`config.mk`:
```
export PLATFORM = sky130hd
export DESIGN_NAME = rv32v_memory_arbiter
export DESIGN_NICKNAME = d
export VERILOG_FILES = /design/src/rtl/rv32v_memory_arbiter.sv
export SDC_FILE = /design/constraint.sdc
export NUM_CORES = 1
export LEC_CHECK = 0
export BUFFER_PORTS_ARGS = -buffer_cell sky130_fd_sc_hd__buf_2
export CAP_MARGIN = 0
export CORE_AREA = 2 2 127 129
export DETAILED_ROUTE_END_ITERATION = 10
export DIE_AREA = 0 0 129 131
export HOLD_SLACK_MARGIN = 0.03
export MAX_ROUTING_LAYER = met4
export PLACE_DENSITY = 0.47
export SYNTH_ARGS = -nofsm -noshare
export SYNTH_HDL_FRONTEND = slang
export SYNTH_SLANG_ARGS = --single-unit
```
`constraint.sdc`:
```
create_clock -name CLK -period 1.76 [get_ports CLK]
set_clock_uncertainty 0.05 [all_clocks]
set_input_delay 0.176 -clock CLK [delete_from_list [all_inputs] [get_ports CLK]]
set_output_delay 0.176 -clock CLK [all_outputs]
set_load 0.03 [all_outputs]
```
`src/rtl/rv32v_memory_arbiter.sv`:
```
// rv32v_memory_arbiter: age-ordered arbiter for the shared data-memory port between the scalar pipeline and the vector LSU.
// Optional starvation guard enabled by defining RV32V_MEM_ARB_FAIRNESS_EN.
module rv32v_memory_arbiter #(
    parameter int NUM_CB_ENTRY = 16,
    parameter int STARVE_LIMIT = 4
) (
    input  logic                            CLK,
    input  logic                            RST,
    input  logic [$clog2(NUM_CB_ENTRY)-1:0] cb_tail_index,
    input  logic [$clog2(NUM_CB_ENTRY)-1:0] scalar_cb_index,
    input  logic [$clog2(NUM_CB_ENTRY)-1:0] vector_cb_index,
    input  logic                            s_ren,
    input  logic                            s_wen,
    input  logic [31:0]                     s_addr,
    input  logic [31:0]                     s_wdata,
    input  logic [3:0]                      s_byte_en,
    output logic [31:0]                     s_rdata,
    output logic                            s_busy,
    input  logic                            v_ren,
    input  logic                            v_wen,
    input  logic [31:0]                     v_addr,
    input  logic [31:0]                     v_wdata,
    input  logic [3:0]                      v_byte_en,
    output logic [31:0]                     v_rdata,
    output logic                            v_busy,
    output logic                            mem_ren,
    output logic                            mem_wen,
    output logic [31:0]                     mem_addr,
    output logic [31:0]                     mem_wdata,
    output logic [3:0]                      mem_byte_en,
    input  logic [31:0]                     mem_rdata,
    input  logic                            mem_busy
);
    localparam int W = $clog2(NUM_CB_ENTRY);
    typedef enum logic [1:0] {IDLE, GRANT_S, GRANT_V} state_e;
    state_e state_q, state_d;
    logic [W-1:0] age_s, age_v;
    logic s_req, v_req, v_wins, grant_s, grant_v, s_act, v_act, strobe, done;
    assign s_req   = s_ren | s_wen;
    assign v_req   = v_ren | v_wen;
    assign age_s   = scalar_cb_index - cb_tail_index;
    assign age_v   = vector_cb_index - cb_tail_index;
    assign grant_v = v_req && (!s_req || v_wins);
    assign grant_s = s_req && !grant_v;
`ifdef RV32V_MEM_ARB_FAIRNESS_EN
    localparam int CW = $clog2(STARVE_LIMIT + 1);
    logic [CW-1:0] s_cnt_q, v_cnt_q;
    logic s_sat, v_sat;
    assign s_sat  = s_cnt_q == CW'(STARVE_LIMIT);
    assign v_sat  = v_cnt_q == CW'(STARVE_LIMIT);
    assign v_wins = !s_sat && (v_sat || age_v < age_s);
    // Loss counters: a requester losing in IDLE counts up (saturating), its own grant clears it.
    always_ff @(posedge CLK or posedge RST) begin
        if (RST) begin
            s_cnt_q <= '0;
            v_cnt_q <= '0;
        end else if (state_q == IDLE) begin
            s_cnt_q <= grant_s ? '0 : (s_req && !s_sat) ? s_cnt_q + 1'b1 : s_cnt_q;
            v_cnt_q <= grant_v ? '0 : (v_req && !v_sat) ? v_cnt_q + 1'b1 : v_cnt_q;
        end
    end
`else
    logic unused_starve_limit;
    assign unused_starve_limit = |STARVE_LIMIT;
    assign v_wins = age_v < age_s;
`endif
    assign s_act       = state_q == GRANT_S;
    assign v_act       = state_q == GRANT_V;
    assign mem_wen     = s_act ? s_wen : v_act ? v_wen : 1'b0;
    assign mem_ren     = (s_act ? s_ren : v_act ? v_ren : 1'b0) & ~mem_wen;
    assign mem_addr    = s_act ? s_addr : v_act ? v_addr : 32'd0;
    assign mem_wdata   = s_act ? s_wdata : v_act ? v_wdata : 32'd0;
    assign mem_byte_en = s_act ? s_byte_en : v_act ? v_byte_en : 4'd0;
    assign strobe      = mem_ren | mem_wen;
    assign done        = strobe & ~mem_busy;
    assign s_busy      = !(s_act && done);
    assign v_busy      = !(v_act && done);
    assign s_rdata     = (s_act && done) ? mem_rdata : 32'd0;
    assign v_rdata     = (v_act && done) ? mem_rdata : 32'd0;
    // Next state: arbitrate in IDLE; leave a grant on completion or when the requester withdraws.
    always_comb begin
        state_d = state_q;
        if (state_q == IDLE)
            state_d = grant_s ? GRANT_S : grant_v ? GRANT_V : IDLE;
        else if (!(strobe && mem_busy))
            state_d = IDLE;
    end
    // State register.
    always_ff @(posedge CLK or posedge RST) begin
        if (RST) state_q <= IDLE;
        else     state_q <= state_d;
    end
endmodule
```
==> out/qor.csv, run 1 <==
metric,value,unit
outcome,finished with violations,
failing checks,setup timing,
GRT Resource Usage Total,10.18,%
gpl congestion,0.7394,
Power Dens Cells,1414,nW/µm²
Antenna diodes,0,
Worst Setup End Kind,flop,
WP data arrival,2.04,ns
CTS tree,yes,
clk_lat worst skew,0.22,ns
final hold violations,0,
Die W,129,µm
Synth Warn #,0,
first-pass iteration count of the detailed router,4,
wire length of the first global-routing pass,13040,µm
max FFs per register,2,
mean post-synth cell area,7.477,µm²
Worst EP required,1.82,ns
vias in the first global route,2568,
Final Max Tran Viols,0,
Routed Antenna Nets,0,
DRC viols,0,
routed via count,2897,
Syn Nets,407,
Worst Slack Setup Final,-0.2150,ns
Area Growth Syn to Fin,164.1,%
Synth Area in Simple Gates,31.63,%
LEAKAGE,2.400,nW
io pins,323,
total congestion overflow,0,
Cells after Synth,209,
Slowest cell on crit path,fa_1,
port bufs,322,
mux share of post-synthesis cell area,0,%
CTS Buffer Depth,2,
Crit Path Class,primary input to flop,
Worst slew margin,80.41,%
routed len/inst,13.46,µm
CTS root buffer,clkbuf_16,
largest family of logic cells by synthesized area,compound AO/OA/AOI/OAI gates,
final cycle utilization of the critical path,112.2,%
core region area,15600,µm²
"Cell Area, Placed",3572,µm²
fill count,1736,
"Core Util, Final",26.46,%
Avg Vias per Cell,3.822,
PnR Total Power,5.836,mW
post-synthesis xor/xnor area fraction,3.363,%
Starting Density,10.02,%
initial antenna violation count,0,
Worst Tran Pin Value,0.2939,ns
Layout Cell Area excl Fill,4128,µm²
RSZ-0062 raised after global routing,true,
layout cells sized above 1,72.69,%
Total Die Area,16900,µm²
post-synthesis register bit count,2,
worst hold slack,0.2296,ns
r2r worst-path depth,2,
"commonest non-fill, non-tap cells in the layout","buf_2 (295), a22o_1 (69), and2_1 (48)",
post-synthesis sequential area ratio,3.203,%
CTS Sinks,2,
crit-path max cell delay,0.47,ns
Synth cell types,26,
fin nets,742,
"Cell Count, Final, Fillers Out",758,
"Reg clk slew, reported paths",0.03,ns
f_max,506.3,MHz
"wirelength, routed",10210,µm
synthesized cell area,1563,µm²
CP Max Fanout,2,
"most common cell after layout, fill and taps aside",buf_2,
Initial DRC Count,81,
Top reg by flops,state_q,
largest net degree at the start of global routing,34,
Synth Area in Adders,9.768,%
complex-gate fraction of the synthesized area,42.51,%
min cycle time layout,1.975,ns
placed insts,740,
WHS Path Cells,3,
Setup crit start kind,primary input,
Die Ht,131,µm
MaxCap Viol Count,0,
row count,46,
# setup viols final,105,
VDD IR-drop max,0.0005614,V
Largest regs,state_q (2),
CTS H-tree lvls,1,
Hold WC Path Type,primary input to flop,
worst path cell trace,buf_8 -> clkinv_4 -> ha_4 -> inv_2 -> fa_1 -> inv_1 -> ha_2 -> or3b_4 -> o2111ai_4 -> a21oi_2 -> o41ai_2,
TritonCTS Buffers,3,
hpwl dp,8008,µm
synthesized netlist by cell type:
cell | n | area share (%)
nor2b_1 | 3 | 1.2
fa_1 | 2 | 2.6
buf_2 | 14 | 4.5
nor3b_4 | 1 | 1.2
o41ai_1 | 1 | 0.56
a22oi_1 | 1 | 0.48
or3b_2 | 1 | 0.56
a21oi_1 | 3 | 0.96
nor3_2 | 1 | 0.64
nand2_1 | 2 | 0.48
nor2_1 | 5 | 1.2
o2111ai_1 | 1 | 0.56
clkbuf_1 | 4 | 0.96
ha_1 | 9 | 7.2
o21ai_0 | 1 | 0.32
xnor2_1 | 6 | 3.4
dfrtp_1 | 2 | 3.2
clkbuf_2 | 3 | 0.96
inv_1 | 11 | 2.6
a221oi_1 | 1 | 0.56
nand2b_1 | 1 | 0.40
a31oi_1 | 1 | 0.40
a22o_1 | 69 | 39
nand3_1 | 1 | 0.32
and2_1 | 64 | 26
buf_4 | 1 | 0.48
layer usage:
layer	vias up	global-route usage (%)	part of all wire [%]
met5	-	-	0
met4	0	2.174	1.1
met3	6	0.8550	6.9
met2	184	19.55	53
met1	1275	11.49	39
li1	1432	-	-
per-stage QoR:
stage,setup slack (ns),setup TNS [ns]
after global routing,-0.3007,-22.99
final,-0.2150,-11.13
after CTS,-0.2737,-10.37
after floorplan,-0.2838,-0.2838
after global placement,-0.4814,-0.6652
after detailed placement,-0.5775,-0.8019
logic make-up (layout without fill, tap and decap cells):
logic type                 Yosys count  count (layout)
AOI/OAI and AO/OA                   78              78
xor gates and xnor gates             6               6
adders and majority gates           11              11
buffers and inverters               33             366
DFF                                  2               2
and+or+nand+nor                     79              79
final timing paths:
kind                                    start         end  slack [ns]
hold / removal                       mem_busy  state_q[1]        0.23
hold reg to reg                    state_q[0]  state_q[1]        0.59
setup / recovery           scalar_cb_index[0]  state_q[1]       -0.21
setup reg to reg                   state_q[1]  state_q[1]        0.68
max in group asynchronous                 RST  state_q[0]        1.23
min in group asynchronous                 RST  state_q[1]        0.30
what timing repair did:
action,in CTS,in global routing
setup buffers,0,9
pin swaps,5,28
resized for setup,9,90
hold buffers,1,0
hold endpoints to repair,2,0
setup endpoints to repair,135,137
cloned,2,3
critical path, delay by kind of cell:
kind	cells	cell delay, ns
AO/OA/AOI/OAI	3	0.49
adder cells (fa/ha/maj)	3	0.77
buffers and inverters	4	0.22
AND/OR/NAND/NOR	1	0.38
power by group:
part | total, mW | internal [mW] | switching (mW) | leakage [nW]
Clock | 0.337 | 0.289 | 0.0478 | 0.0370
Sequential | 0.118 | 0.0708 | 0.0470 | 0.0240
Combinational | 5.38 | 2.12 | 3.26 | 2.34
Total | 5.84 | 2.48 | 3.36 | 2.40
area by class of cell:
cell class | count | area, µm² | area share [%]
sequential | 2 | 51.30 | 1.243
multi-input combinational | 174 | 1533 | 37.13
tap | 216 | 270.3 | 6.547
clock buffer | 3 | 75.07 | 1.819
inverter | 11 | 46.29 | 1.122
timing repair buffer | 352 | 2152 | 52.14
Note: power is estimated with default switching activity, not from simulation.
==> run 2: changes to the inputs <==
Settings changed: CORE_AREA 2 2 127 129 to 2 2 126 128, DIE_AREA 0 0 129 131 to 0 0 128 130, PLACE_DENSITY 0.47 to 0.48.
Clock period 1.76 ns to 2.4 ns, I/O delays scaled along.
==> out/qor.csv, run 2 (synthesis gave the netlist of run 1 again) <==
metric,value,unit,change
Buf/Inv on CP,4,,unchanged
r2r worst-path depth,1,,-1
WHS Path Cells,3,,unchanged
VDD IR-drop max,0.0003292,V,-41%
worst hold slack,0.2732,ns,+0.04356 ns
final cycle utilization of the critical path,90.30,%,
f_max,461.4,MHz,
clk_lat worst skew,0.22,ns,about the same
post-CTS setup buffers,0,,unchanged
CTS root buffer,clkbuf_16,,
core region area,15420,µm²,-1.1%
vias in the first global route,2469,,-3.9%
"most common cell after layout, fill and taps aside",buf_2,,
largest net degree at the start of global routing,38,,+12%
hpwl dp,7739,µm,-3.4%
Crit Path Class,primary input to flop,,
Initial DRC Count,85,,+4.9%
worst path cell trace,buf_2 -> inv_1 -> ha_1 -> inv_1 -> fa_1 -> inv_1 -> ha_1 -> or3b_2 -> o2111ai_1 -> a21oi_1 -> o41ai_1,,
MaxCap Viol Count,0,,unchanged
GRT Resource Usage Total,9.280,%,-0.90 points
Post-CTS Resized,0,,-9
cell family with most CP delay,adder cells,,
total congestion overflow,0,,unchanged
Antenna diodes,0,,unchanged
Worst slew margin,73.16,%,-7.3 points
wire length of the first global-routing pass,12050,µm,-7.6%
Worst EP required,2.46,ns,+0.64 ns
worst r2r src,state_q[1],,
WP data arrival,2.23,ns,+0.19 ns
port bufs,322,,unchanged
Die Ht,130,µm,-0.76%
crit-path max cell delay,0.48,ns,about the same
Worst Setup SP,scalar_cb_index[0],,
reg2reg end,state_q[1],,
io pins,323,,unchanged
Starting Density,10.13,%,+0.11 points
Area Growth Syn to Fin,120.9,%,
max FFs per register,2,,unchanged
Routed Antenna Nets,0,,unchanged
R2R setup slack,1.44,ns,+0.76 ns
routed len/inst,12.73,µm,-5.5%
Worst Tran Pin Value,0.4027,ns,+0.1088 ns
CTS tree,yes,,
CTS Buffer Depth,2,,unchanged
"commonest non-fill, non-tap cells in the layout","buf_2 (322), a22o_1 (69), and2_1 (64)",,
CTS Sinks,2,,unchanged
Power Dens Cells,1055,nW/µm²,-25%
Fin Setup TNS,0,ns,+11.13 ns
Slowest cell on crit path,fa_1,,
"wirelength, routed",9048,µm,-11%
outcome,finished clean,,
CTS H-tree lvls,1,,unchanged
Top reg by flops,state_q,,
row count,46,,unchanged
Setup crit start kind,primary input,,
Worst Setup End Kind,flop,,
TritonCTS Buffers,3,,unchanged
fill count,1743,,+0.40%
"Reg clk slew, reported paths",0.03,ns,about the same
HP Start,mem_busy,,
LEAKAGE,2.174,nW,-9.4%
final hold violations,0,,unchanged
layout cells sized above 1,64.74,%,-8.0 points
first-pass iteration count of the detailed router,4,,unchanged
RSZ-0062 raised after global routing,false,,
routed via count,2718,,-6.2%
Total Die Area,16640,µm²,-1.5%
Avg Vias per Cell,3.823,,about the same
DRC viols,0,,unchanged
Final Max Tran Viols,0,,unchanged
min cycle time layout,2.167,ns,
CP Max Fanout,2,,unchanged
fin nets,719,,-3.1%
Hold Path Sink,state_q[1],,
Largest regs,state_q (2),,
# setup viols final,0,,-100%
Hold WC Path Type,primary input to flop,,
"most used cell, CP",inv_1,,
Die W,128,µm,-0.78%
initial antenna violation count,0,,unchanged
gpl congestion,0.7704,,+4.2%
## run 2: through the flow
stage / worst slack [ns] / cells / instance area, µm² / power, mW / util (%)
after global placement: 0.03487 / 707 / 3367 / 3.435 / 21.83
final: 0.2328 / 711 / 3452 / 3.642 / 22.38
after floorplan: 0.2258 / 209 / 1563 / 2.482 / -
after detailed placement: 0.01038 / 707 / 3367 / 3.410 / 21.83
after CTS: 0.2298 / 711 / 3452 / 3.674 / 22.38
after global routing: 0.1059 / 711 / 3452 / 3.887 / 22.38
## run 2: final cells by class
| class | instances | area (µm²) | share of cell area, % |
|---|---|---|---|
| Clock buffer | 3 | 75.07 | 2.175 |
| Timing Repair Buffer | 329 | 1667 | 48.28 |
| Inverter | 11 | 41.29 | 1.196 |
| Tap cell | 192 | 240.2 | 6.959 |
| Sequential cell | 2 | 50.05 | 1.450 |
| Multi-Input combinational cell | 174 | 1379 | 39.94 |
## run 2: what timing repair did
item	CTS	global route
setup endpoints to repair	0	0
hold buffers	1	0
hold endpoints to repair	2	0
## run 2: routing by layer
| layer | up-vias | wire [µm] | global-route usage, % |
|---|---|---|---|
| met2 | 156 | 4728 | 17.68 |
| met4 | 0 | 19 | 0.9696 |
| li1 | 1383 | - | - |
| met1 | 1177 | 3633 | 10.71 |
| met3 | 2 | 667 | 1.230 |
| met5 | - | 0 | - |
## run 2: power by group
group	total, mW	switching [mW]	internal [mW]
sequential	0.0818	0.0317	0.0501
clock	0.252	0.0395	0.212
combinational	3.31	2.21	1.10
## run 2: how the worst max path moves through the flow
stage	slack, ns	endpoint	depth (start not counted)
2_1_floorplan	0.23	state_q[1]	9
3_3_place_gp	0.03	state_q[1]	9
3_5_place_dp	0.01	state_q[1]	9
4_1_cts	0.23	state_q[1]	9
5_1_grt	0.11	state_q[1]	11
6_report	0.23	state_q[1]	11
==> run 3: changes to the inputs <==
Settings changed: HOLD_SLACK_MARGIN 0.03 to 0.06, SETUP_SLACK_MARGIN set to 0.3.
==> out/qor.csv, run 3 (synthesis gave the netlist of run 1 again) <==
metric,value,unit,change
Initial DRC Count,104,,+22%
Avg Vias per Cell,3.910,,+2.3%
MaxCap Viol Count,0,,unchanged
Starting Density,10.13,%,unchanged
CTS Sinks,2,,unchanged
CTS tree,yes,,
CTS H-tree lvls,1,,unchanged
outcome,finished clean,,
routed via count,2788,,+2.6%
total congestion overflow,0,,unchanged
"Reg clk slew, reported paths",0.03,ns,about the same
wire length of the first global-routing pass,12730,µm,+5.7%
routed len/inst,13.27,µm,+4.3%
Area Growth Syn to Fin,132.7,%,
# setup viols final,0,,unchanged
Die W,128,µm,unchanged
largest net degree at the start of global routing,71,,+87%
Power Dens Cells,1041,nW/µm²,-1.4%
max FFs per register,2,,unchanged
PnR Total Power,3.786,mW,+3.9%
Die Ht,130,µm,unchanged
f_max,471.8,MHz,+2.3%
first-pass iteration count of the detailed router,4,,unchanged
port bufs,322,,unchanged
CP Max Fanout,2,,unchanged
DRC viols,0,,unchanged
vias in the first global route,2496,,+1.1%
io pins,323,,unchanged
CTS Buffer Depth,2,,unchanged
hpwl dp,8205,µm,+6.0%
TritonCTS Buffers,3,,unchanged
Setup crit start kind,primary input,,
r2r worst-path depth,3,,+2
"commonest non-fill, non-tap cells in the layout","buf_2 (319), a22o_1 (69), and2_1 (64)",,
"most common cell after layout, fill and taps aside",buf_2,,
Worst Tran Pin Value,0.4617,ns,+0.05905 ns
final hold violations,0,,unchanged
Fin Setup TNS,0,ns,unchanged
gpl congestion,0.7685,,-0.25%
Top reg by flops,state_q,,
Worst Setup End Kind,flop,,
GRT Resource Usage Total,10.02,%,+0.74 points
CTS root buffer,clkbuf_16,,
Worst slew margin,69.11,%,-4.1 points
Routed Antenna Nets,0,,unchanged
initial antenna violation count,1,,+1
VDD IR-drop max,0.0005118,V,+55%
Hold WC Path Type,primary input to flop,,
"wirelength, routed",9465,µm,+4.6%
fin nets,720,,+0.14%
clk_lat worst skew,0.22,ns,about the same
RSZ-0062 raised after global routing,true,,
Total Die Area,16640,µm²,unchanged
WP data arrival,2.17,ns,-0.06 ns
LEAKAGE,2.209,nW,+1.6%
core region area,15420,µm²,unchanged
Crit Path Class,primary input to flop,,
Worst EP required,2.45,ns,about the same
layout cells sized above 1,68.46,%,+3.7 points
min cycle time layout,2.119,ns,-0.04780 ns
WHS Path Cells,3,,unchanged
Largest regs,state_q (2),,
final cycle utilization of the critical path,88.31,%,-2.0 points
row count,46,,unchanged
Final Max Tran Viols,0,,unchanged
[run 3: final timing paths]
| path | from | to | slack (ns) |
|---|---|---|---|
| worst min register to register | state_q[0] | state_q[1] | 0.55 |
| worst min-delay path | mem_busy | state_q[1] | 0.31 |
| worst max register to register | state_q[0] | state_q[1] | 1.41 |
| min in group asynchronous | RST | state_q[0] | 0.39 |
| max in group asynchronous | RST | state_q[1] | 1.79 |
| worst max-delay path | cb_tail_index[0] | state_q[1] | 0.28 |
[run 3: final cells by class]
cell class / count / area, µm²
diodes: 1 / 2.502
clock buffers: 3 / 75.07
fillers: 1695 / 11790
inverters: 11 / 46.29
multi-input cells: 174 / 1496
flip-flops and latches: 2 / 51.30
well taps: 192 / 240.2
repair buffers: 330 / 1725
[run 3: stage by stage]
step	cells	worst slack, ns	instance area, µm²	hold WS (ns)	utilization (%)
final	713	0.2806	3637	0.3147	23.58
after floorplan	209	0.2922	1600	-0.06882	-
after global routing	713	0.2280	3637	0.3168	23.58
after CTS	709	0.3534	3507	0.2770	22.74
after global placement	705	0.07770	3415	0.04318	22.14
after detailed placement	705	0.05731	3415	0.04372	22.14
[run 3: per-layer routing]
layer	track usage [%]	wire [µm]	vias up
met5	-	0	-
met1	11.19	3717	1199
li1	-	-	1386
met3	1.927	814	4
met2	19.00	4925	199
met4	1.228	8	0
[run 3: repair_timing]
action	4_1_cts	5_1_grt
pin swaps	1	14
resized for setup	2	23
hold buffers	1	0
setup buffers	0	3
endpoints found under the setup margin	3	5
hold endpoints to repair	2	0
[run 3: critical path: stages]
cell and delay, ns:
buf_6 0.11, ha_4 0.15, fa_1 0.52, inv_2 0.05, ha_4 0.16, or3b_4 0.40, o2111ai_4 0.08, a21oi_2 0.09
o41ai_2 0.37
[run 3: where the power goes]
group	total, mW	internal [mW]	switching, mW
registers	0.0892	0.0517	0.0375
logic	3.44	1.17	2.27
clock network	0.253	0.212	0.0410
